`config.mk`:
```
export PLATFORM = sky130hd
export DESIGN_NAME = serial_adder_flat
export DESIGN_NICKNAME = d
export VERILOG_FILES = /design/src/rtl/serial_adder_pkg.sv /design/src/rtl/serial_adder_if.sv /design/src/rtl/serial_adder_fa_cell.sv /design/src/rtl/serial_adder.sv /design/src/flat_wrapper.sv
export SDC_FILE = /design/constraint.sdc
export NUM_CORES = 1
export LEC_CHECK = 0
export CAP_MARGIN = 0
export CORE_AREA = 2 2 70 59
export DETAILED_ROUTE_END_ITERATION = 16
export DIE_AREA = 0 0 72 61
export PLACE_DENSITY = 0.83
export SLEW_MARGIN = 25
export SYNTH_ARGS = -nofsm -noshare
export SYNTH_HDL_FRONTEND = slang
export SYNTH_SLANG_ARGS = --single-unit
```
`constraint.sdc`:
```
create_clock -name clk -period 1.91 [get_ports clk]
set_clock_uncertainty 0.05 [all_clocks]
set_input_delay 0.191 -clock clk [delete_from_list [all_inputs] [get_ports clk]]
set_output_delay 0.191 -clock clk [all_outputs]
set_load 0.005 [all_outputs]
```
`src/rtl/serial_adder_pkg.sv`:
```
// -----------------------------------------------------------------------------
// serial_adder_pkg
//
// Shared definitions for the bit-serial adder slice.
//   state_t        : controller state encoding (IDLE / SHIFT / DONE). The
//                    fourth code, 2'd3, is unused and recovers to IDLE.
//   DEFAULT_WIDTH  : default operand / sum width in bits.
//   majority()     : 3-input majority, i.e. the carry function of a full adder.
// -----------------------------------------------------------------------------
package serial_adder_pkg;

    localparam int DEFAULT_WIDTH = 8;

    typedef enum logic [1:0] {
        ST_IDLE  = 2'd0,
        ST_SHIFT = 2'd1,
        ST_DONE  = 2'd2
    } state_t;

    function automatic logic majority(input logic x, input logic y, input logic z);
        return (x & y) | (x & z) | (y & z);
    endfunction

endpackage : serial_adder_pkg

```
`src/rtl/serial_adder_if.sv`:
```
// -----------------------------------------------------------------------------
// serial_adder_if
//
// Launch/collect bundle between a sequencing controller (master) and the
// bit-serial adder (slave).
//   start  master->slave  launch request, sampled by the adder only in IDLE
//   a, b   master->slave  operands, captured on the accepted start edge
//   cin    master->slave  carry-in, captured on the accepted start edge
//   busy   slave->master  high while an add is in flight (SHIFT and DONE)
//   done   slave->master  one-cycle pulse, sum/cout valid from this cycle
//   sum    slave->master  registered result, held until the next result
//   cout   slave->master  registered carry-out, held with sum
//   state  slave->master  current controller state, for observation only
//
// Handshake: the master raises start with a/b/cin valid. The adder accepts
// it on the first rising edge at which it is idle (busy low). It does not
// acknowledge start in any other way: busy rises in the following cycle,
// and start is ignored while busy is high. A start still held high when
// the adder returns to IDLE is accepted at that next edge, which launches
// another add.
// -----------------------------------------------------------------------------
interface serial_adder_if #(
    parameter int WIDTH = serial_adder_pkg::DEFAULT_WIDTH
) ();
    import serial_adder_pkg::*;

    logic             start;
    logic [WIDTH-1:0] a;
    logic [WIDTH-1:0] b;
    logic             cin;
    logic             busy;
    logic             done;
    logic [WIDTH-1:0] sum;
    logic             cout;
    state_t           state;

    modport master (
        output start, a, b, cin,
        input  busy, done, sum, cout, state
    );

    modport slave (
        input  start, a, b, cin,
        output busy, done, sum, cout, state
    );

endinterface : serial_adder_if

```
`src/rtl/serial_adder_fa_cell.sv`:
```
// -----------------------------------------------------------------------------
// fa_cell
//
// Purely combinational 1-bit full adder. This is the single arithmetic cell
// that the serial adder reuses on every bit position.
//   x, y  : operand bits
//   ci    : carry in
//   s     : sum bit      = x ^ y ^ ci
//   co    : carry out    = majority(x, y, ci)
// -----------------------------------------------------------------------------
module fa_cell
    import serial_adder_pkg::*;
(
    input  logic x,
    input  logic y,
    input  logic ci,
    output logic s,
    output logic co
);

    assign s  = x ^ y ^ ci;
    assign co = majority(x, y, ci);

endmodule : fa_cell

```
`src/rtl/serial_adder.sv`:
```
// -----------------------------------------------------------------------------
// serial_adder
//
// Bit-serial ripple adder. It uses one full-adder cell and one carry
// flip-flop. Operand bits are fed to the cell LSB first, one pair per clock,
// and the sum bits are shifted into a result register from the top. After
// WIDTH shift cycles, the result is copied to the output register and done
// pulses for one cycle.
//
// Ports:
//   clk    rising-edge clock
//   rst_n  asynchronous active-low reset; clears every register
//   bus    serial_adder_if slave modport (start/a/b/cin in,
//          busy/done/sum/cout/state out)
//
// Timing: when start is accepted at edge E0, done is high during the cycle
// after edge E0+WIDTH, and busy is high for WIDTH+1 cycles. The adder is idle
// again after edge E0+WIDTH+1, so one add completes every WIDTH+2 cycles when
// start is held high.
//
// All outputs come directly from flip-flops. There is no combinational path
// from start, a, b or cin to any output.
// -----------------------------------------------------------------------------
module serial_adder
    import serial_adder_pkg::*;
#(
    parameter int WIDTH = DEFAULT_WIDTH,
    localparam int CNT_W = $clog2(WIDTH)
) (
    input  logic          clk,
    input  logic          rst_n,
    serial_adder_if.slave bus
);

    // Counter value on the last shift edge.
    localparam logic [CNT_W-1:0] LAST_BIT = CNT_W'(WIDTH - 1);

    state_t           state_q;
    logic [WIDTH-1:0] a_sh;
    logic [WIDTH-1:0] b_sh;
    logic [WIDTH-1:0] res_sh;
    logic             carry;
    logic [CNT_W-1:0] cnt;
    logic             busy_q;
    logic             done_q;
    logic [WIDTH-1:0] sum_q;
    logic             cout_q;

    logic             fa_s;
    logic             fa_co;

    // The single adder cell always looks at the current LSBs and the stored
    // carry. Its outputs are used only in SHIFT.
    fa_cell u_fa (
        .x  (a_sh[0]),
        .y  (b_sh[0]),
        .ci (carry),
        .s  (fa_s),
        .co (fa_co)
    );

    always_ff @(posedge clk or negedge rst_n) begin
        if (!rst_n) begin
            state_q <= ST_IDLE;
            a_sh    <= '0;
            b_sh    <= '0;
            res_sh  <= '0;
            carry   <= 1'b0;
            cnt     <= '0;
            busy_q  <= 1'b0;
            done_q  <= 1'b0;
            sum_q   <= '0;
            cout_q  <= 1'b0;
        end else begin
            case (state_q)
                ST_IDLE: begin
                    busy_q <= 1'b0;
                    done_q <= 1'b0;
                    if (bus.start) begin
                        a_sh    <= bus.a;
                        b_sh    <= bus.b;
                        carry   <= bus.cin;
                        cnt     <= '0;
                        busy_q  <= 1'b1;
                        state_q <= ST_SHIFT;
                    end
                end

                ST_SHIFT: begin
                    // The new sum bit enters at the MSB. After WIDTH shifts,
                    // bit 0 of the sum has reached bit 0 of the register.
                    res_sh <= {fa_s, res_sh[WIDTH-1:1]};
                    a_sh   <= {1'b0, a_sh[WIDTH-1:1]};
                    b_sh   <= {1'b0, b_sh[WIDTH-1:1]};
                    carry  <= fa_co;
                    cnt    <= cnt + 1'b1;
                    if (cnt == LAST_BIT) begin
                        // Take the last bit straight from the cell. res_sh
                        // does not hold it until after this edge.
                        sum_q   <= {fa_s, res_sh[WIDTH-1:1]};
                        cout_q  <= fa_co;
                        done_q  <= 1'b1;
                        state_q <= ST_DONE;
                    end
                end

                ST_DONE: begin
                    busy_q  <= 1'b0;
                    done_q  <= 1'b0;
                    state_q <= ST_IDLE;
                end

                default: begin
                    // The unused encoding returns to IDLE. Outputs go quiet
                    // and the last result is kept.
                    busy_q  <= 1'b0;
                    done_q  <= 1'b0;
                    state_q <= ST_IDLE;
                end
            endcase
        end
    end

    assign bus.busy  = busy_q;
    assign bus.done  = done_q;
    assign bus.sum   = sum_q;
    assign bus.cout  = cout_q;
    assign bus.state = state_q;

endmodule : serial_adder

```
`src/flat_wrapper.sv`:
```
// flat-port wrapper written by rule: the top's interface ports become plain ports
module serial_adder_flat import serial_adder_pkg::*;
#(
    parameter int WIDTH = DEFAULT_WIDTH,
    localparam int CNT_W = $clog2(WIDTH)
)
  (clk, rst_n, bus_start, bus_a, bus_b, bus_cin, bus_busy, bus_done, bus_sum, bus_cout, bus_state);
  serial_adder_if #(.WIDTH(WIDTH)) bus_i ();
  input  logic clk;
  input  logic rst_n;
  input wire logic [$bits(bus_i.start)-1:0] bus_start;
  input wire logic [$bits(bus_i.a)-1:0] bus_a;
  input wire logic [$bits(bus_i.b)-1:0] bus_b;
  input wire logic [$bits(bus_i.cin)-1:0] bus_cin;
  output wire logic [$bits(bus_i.busy)-1:0] bus_busy;
  output wire logic [$bits(bus_i.done)-1:0] bus_done;
  output wire logic [$bits(bus_i.sum)-1:0] bus_sum;
  output wire logic [$bits(bus_i.cout)-1:0] bus_cout;
  output wire logic [$bits(bus_i.state)-1:0] bus_state;
  assign bus_i.start = bus_start;
  assign bus_i.a = bus_a;
  assign bus_i.b = bus_b;
  assign bus_i.cin = bus_cin;
  assign bus_busy = bus_i.busy;
  assign bus_done = bus_i.done;
  assign bus_sum = bus_i.sum;
  assign bus_cout = bus_i.cout;
  assign bus_state = bus_i.state;
  serial_adder #(.WIDTH(WIDTH)) u_core (.clk(clk), .rst_n(rst_n), .bus(bus_i));
endmodule
```
After elaboration in Yosys (flattened, before gate mapping)
Index checks and enable logic that the tools add are counted.
- add/sub/neg operators: 1
- equality and inequality tests: 4
- multiplexer cells: 15
- bitwise logic cells: 7
- reductions and logical operators: 5
- operators by type and width (operator ; count):
    $pmux 8 s2 ; 2
    $mux 8 ; 2
    $pmux 3 s2 ; 1
    $reduce_and 2->1 ; 3
    $mux 1 ; 4
    $mux 2 ; 2
    $pmux 1 s2 ; 2
    $pmux 2 s2 ; 1
    $add 3x1->3 const B ; 1
    $and 1x1->1 ; 3
    $eq 3x3->1 const B ; 1
    $mux 3 ; 1
    $eq 2x1->1 const B ; 1
    $logic_not 2->1 ; 1
    $ne 2x1->1 const B ; 1
    $ne 2x2->1 const B ; 1
    $or 1x1->1 ; 2
    $reduce_bool 2->1 ; 1
    $xor 1x1->1 ; 2
- bits in registers: 41
- input bits: 20
- output and inout bits: 13
- word-level logic and storage cells: 42

Logic depth before layout (Yosys ltp)
- depth in word-level cells: 4
- depth in mapped cells: 5
- depth with buffers taken out: 4

Modules after synthesis
A second synthesis with hierarchy kept.
- cells, all modules: 148
- area total of the unflattened synthesis: 1735.4 µm²
- by module, submodules not included (module ; instances ; cells an instance ; area an instance (µm²) ; sequential area each (µm²)):
    serial_adder ; 1 ; 147 ; 1715.4 ; 1001.0
    fa_cell ; 1 ; 1 ; 20.0 ; 0.0

Worst setup path before layout
Ideal clock, no wire load.
- kind: register -> register
- start: reg u_core.cnt[0]
- end: reg u_core.cout_q, in the netlist u_core.bus.cout
- library setup time: 125 ps
- arrival time: 1364 ps
- data required time: 1735 ps
- path slack: 371 ps
- cell stages (with the launch flop): 6
- path buffers: 1
- period minus slack after synthesis: 1539 ps
- cell sequence: dfrtp_1 > ha_1 > ha_1 > nand3b_1 > buf_2 > mux2_2
- word-level cells in the longest chain between the ends: 2
- ends and longest elaborated chain (item ; line ; source):
    from (decl) ; serial_adder.sv:43 ; logic [CNT_W-1:0] cnt;
    from (signal assigned) ; serial_adder.sv:96 ; cnt <= cnt + 1'b1;
    $eq 3x3->1 ; serial_adder.sv:97 ; if (cnt == LAST_BIT) begin
    $reduce_and 2->1 (no line) ; n/a ;
    to (signal assigned) ; serial_adder.sv:101 ; cout_q <= fa_co;
    to (decl) ; serial_adder.sv:47 ; logic cout_q;
No other way between the ends.
A chain may end at the register's enable or synchronous reset.

Final worst setup path
- start: reg u_core.cnt[0]
- end: reg u_core.sum_q[1], in the netlist u_core.bus.sum[1]
- word-level cells in the longest chain between the ends: 2
- ends and longest elaborated chain (item ; line ; source):
    $eq 3x3->1 ; serial_adder.sv:97 ;
    $reduce_and 2->1 (no line) ; n/a ;
    to (signal assigned) ; serial_adder.sv:100 ; sum_q <= {fa_s, res_sh[WIDTH-1:1]};
    to (decl) ; serial_adder.sv:46 ; logic [WIDTH-1:0] sum_q;
No other way between the ends.

==> metrics.txt <==
Top Metal Used met4; buffer count from post-CTS setup fixing 0; Mean Syn Cell Area between 10 and 15 sq um; sum of negative setup slack 0 ns; vias in the first global route 1,277; CP Launch Type flop; Nets ~200; setup ws final about 0.15 ns; worst r2r dst u_core.bus.sum[1]$_DFFE_PN0P_; gr usage total 18.6%; pre-CTS WS 0.0319 ns; Yosys warnings 0; Critical Path Max Stage Delay roughly 0.40 ns; Post-DP HPWL 2590 um; # setup viols final 0; htree depth 2; CORE AREA 3680 sq um; unrepaired setup endpoints after global routing no; TritonCTS buffer count 5; Pwr Density approximately 1500 nW/um^2; status complete, no violations; vias 1,249; Critical path buffers and inverters 0; Worst Hold Class in -> async; Crit. End Element flop; drt pass-1 iters 4; crit-path most repeated cell ha_1; switching share of power 31.0%; Layout Cell Area excl Fill 2300 sq um; routed vias/inst 5.60; layout cell share with drive strength beyond 1 a little under a quarter; DRT iter0 DRCs between 60 and 70; Placed Cells 214; worst skew pair latency roughly 0.28 ns; TritonCTS clock tree yes; register bit total from synthesis 40; Most used DFF post-synth dfrtp_1; WP data required 2.03 ns; Mapped Cells ~140; Leak 0.000991 uW; Die W 72 um; cell area after synthesis 1810 sq um; switching power between 1000 and 1500 uW; Clock Sink Count 40; Die ar. between 4000 and 5000 sq um; final cell count without fillers 223; Top-Level Pins 33; number of port buffers 32; Initial Utilization 49.1%; crit-path max FO 10; Final Hold Vio Count 0; post-place instance area 2200 sq um; met2 WL post-DR about 1800 um; Slew Viols, Final 0; diode count 0; Post-synth EDFFs 0; Synth async-reset ratio 100%; reg2reg start u_core.cnt[0]$_DFFE_PN0P_; P_int between 2000 and 2500 uW; Rows 20; peak supply drop 0.000685 V; Area growth syn-to-layout 27.2%; share of the yosys chip area belonging to registers 55.4%; largest net degree at the start of global routing 41; Worst slew margin roughly 45%; Critical-path top delay cell mux2_2; antenna violations before repair 0; clock-pin slew on the worst setup and hold paths 0.07 ns; Antenna Violating Nets Remaining 0; Synth area leaders dfrtp_1, mux2_2, nor4b_1, nor3b_1, o221a_2; f_max 0.568 GHz; Die H 61 um; root buffer cell clkbuf_8; count leader, synth dfrtp_1; CTS Hold Bufs 1; WL/cell around 16 um; FF-to-FF path depth 4; post-cts sizing count 0; CP cell instances ha_1 > ha_1 > nand3b_1 > mux2_2; delay-heaviest family, CP adder cells; Metal-1 WL 1530 um; post-route clock period utilization 92.2%; reg-to-reg slack, setup between 0.1 and 0.15 ns; post-synth net total between 150 and 200; global-route wire length before repair just over 6000 um; Post-synth top cells dfrtp_1, mux2_2, inv_1, nor3b_1, nor4b_1; worst hold margin 0.423 ns; Arr. time, crit path 1.88 ns; Worst-Margin Slew 0.819 ns; met3 wire len 108 um; crit path time final between 1.5 and 2 ns; WS Path Type reg -> reg; Logic pwr share slightly above 40%; final wirelength 3490 um; total gr overflow 0; area leader, netlist dfrtp_1; share of Yosys cell area claimed by the top area cell type 55.4%; Residual DRC 0; Routability Congestion 0.743; clk buf depth 2; # fillers between 200 and 300; Seq pwr share ~44%; Distinct cells, synth 27; clock power share 15.9%; # Max-Cap Violations 0
## worst max path at each step
stage,start,to,slack (ns),depth (start not counted)
2_1_floorplan,u_core.cnt[0]$_DFFE_PN0P_,u_core.bus.cout$_DFFE_PN0P_,0.37,5
3_3_place_gp,bus_start,u_core.a_sh[0]$_DFFE_PN0P_,0.15,3
3_5_place_dp,bus_start,u_core.b_sh[1]$_DFFE_PN0P_,0.03,3
4_1_cts,u_core.cnt[0]$_DFFE_PN0P_,u_core.bus.sum[1]$_DFFE_PN0P_,0.13,4
5_1_grt,u_core.cnt[0]$_DFFE_PN0P_,u_core.bus.sum[7]$_DFFE_PN0P_,0.05,4
6_report,u_core.cnt[0]$_DFFE_PN0P_,u_core.bus.sum[1]$_DFFE_PN0P_,0.15,4
## registers in the layout (all words and copies together) (netlist names)
signal / count
u_core.a_sh: 8
u_core.b_sh: 8
u_core.bus.busy: 1
u_core.bus.cout: 1
u_core.bus.done: 1
u_core.bus.state: 2
u_core.bus.sum: 8
u_core.carry: 1
u_core.cnt: 3
u_core.res_sh: 7
## layer usage
metal,up-vias,GRT usage (%)
li1,597,-
met1,621,25.1
met5,-,0
met4,0,7.82
met2,24,29.8
met3,7,3.99
## through the flow
stage / power (uW) / utilization, %
4_1_cts: 3530 / 62.4
5_1_grt: 3750 / 62.4
3_3_place_gp: 2850 / 59.7
6_report: 3490 / 62.4
2_1_floorplan: 2370 / -
3_5_place_dp: 2960 / 59.7
## cell usage in the layout, fill, tap and decap left out, types with 2 or more instances in the layout
cell             instances
nor4b_1                  9
ha_1                     2
a211o_1                  2
dfrtp_1                 40
nor4bb_1                 2
inv_1                   10
o221a_2                  6
a211oi_1                 8
clkbuf_1                 2
buf_4                   10
nor3b_1                 10
or4b_1                   5
clkdlybuf4s50_1         31
a21oi_1                  2
nand2b_1                 3
mux2_2                  16
a22o_1                   2
clkbuf_8                 6
nor2_1                   2
## worst register-to-register path, cell delays in order, from the launching register on
cell	delay (ns)
dfrtp_1	0.39
ha_1	0.20
ha_1	0.22
nand3b_1	0.38
mux2_2	0.40
## final cells by class
class / instances / area, sq um / share of cell area [%]
tap: 44 / 55.1 / 2.40
clock buffer: 8 / 90.1 / 3.92
inverter: 10 / 37.5 / 1.63
sequential: 40 / 1000 / 43.6
multi-input combinational: 78 / 713 / 31.0
timing repair buffer: 43 / 400 / 17.4
## power by group through the flow
stage	logic (uW)	registers [uW]	clock network (uW)
after floorplan	902	1470	0
after global placement	1340	1510	0
after detailed placement	1420	1540	0
after CTS	1430	1530	569
after global routing	1560	1590	602
final	1410	1530	554
## logic make-up (layout without fill, tap and decap cells)
kind of cell | Yosys count | after routing | share of synthesized area (%)
buffers and inverters | 21 | 61 | 5.06
flip-flops | 40 | 40 | 55.4
adder cells (fa/ha/maj) | 3 | 3 | 2.49
AND/OR/NAND/NOR | 35 | 35 | 15.5
AO/OA/AOI/OAI | 23 | 23 | 11.0
multiplexers | 17 | 17 | 10.5
No activity file was read; power rests on OpenSTA's default activity.
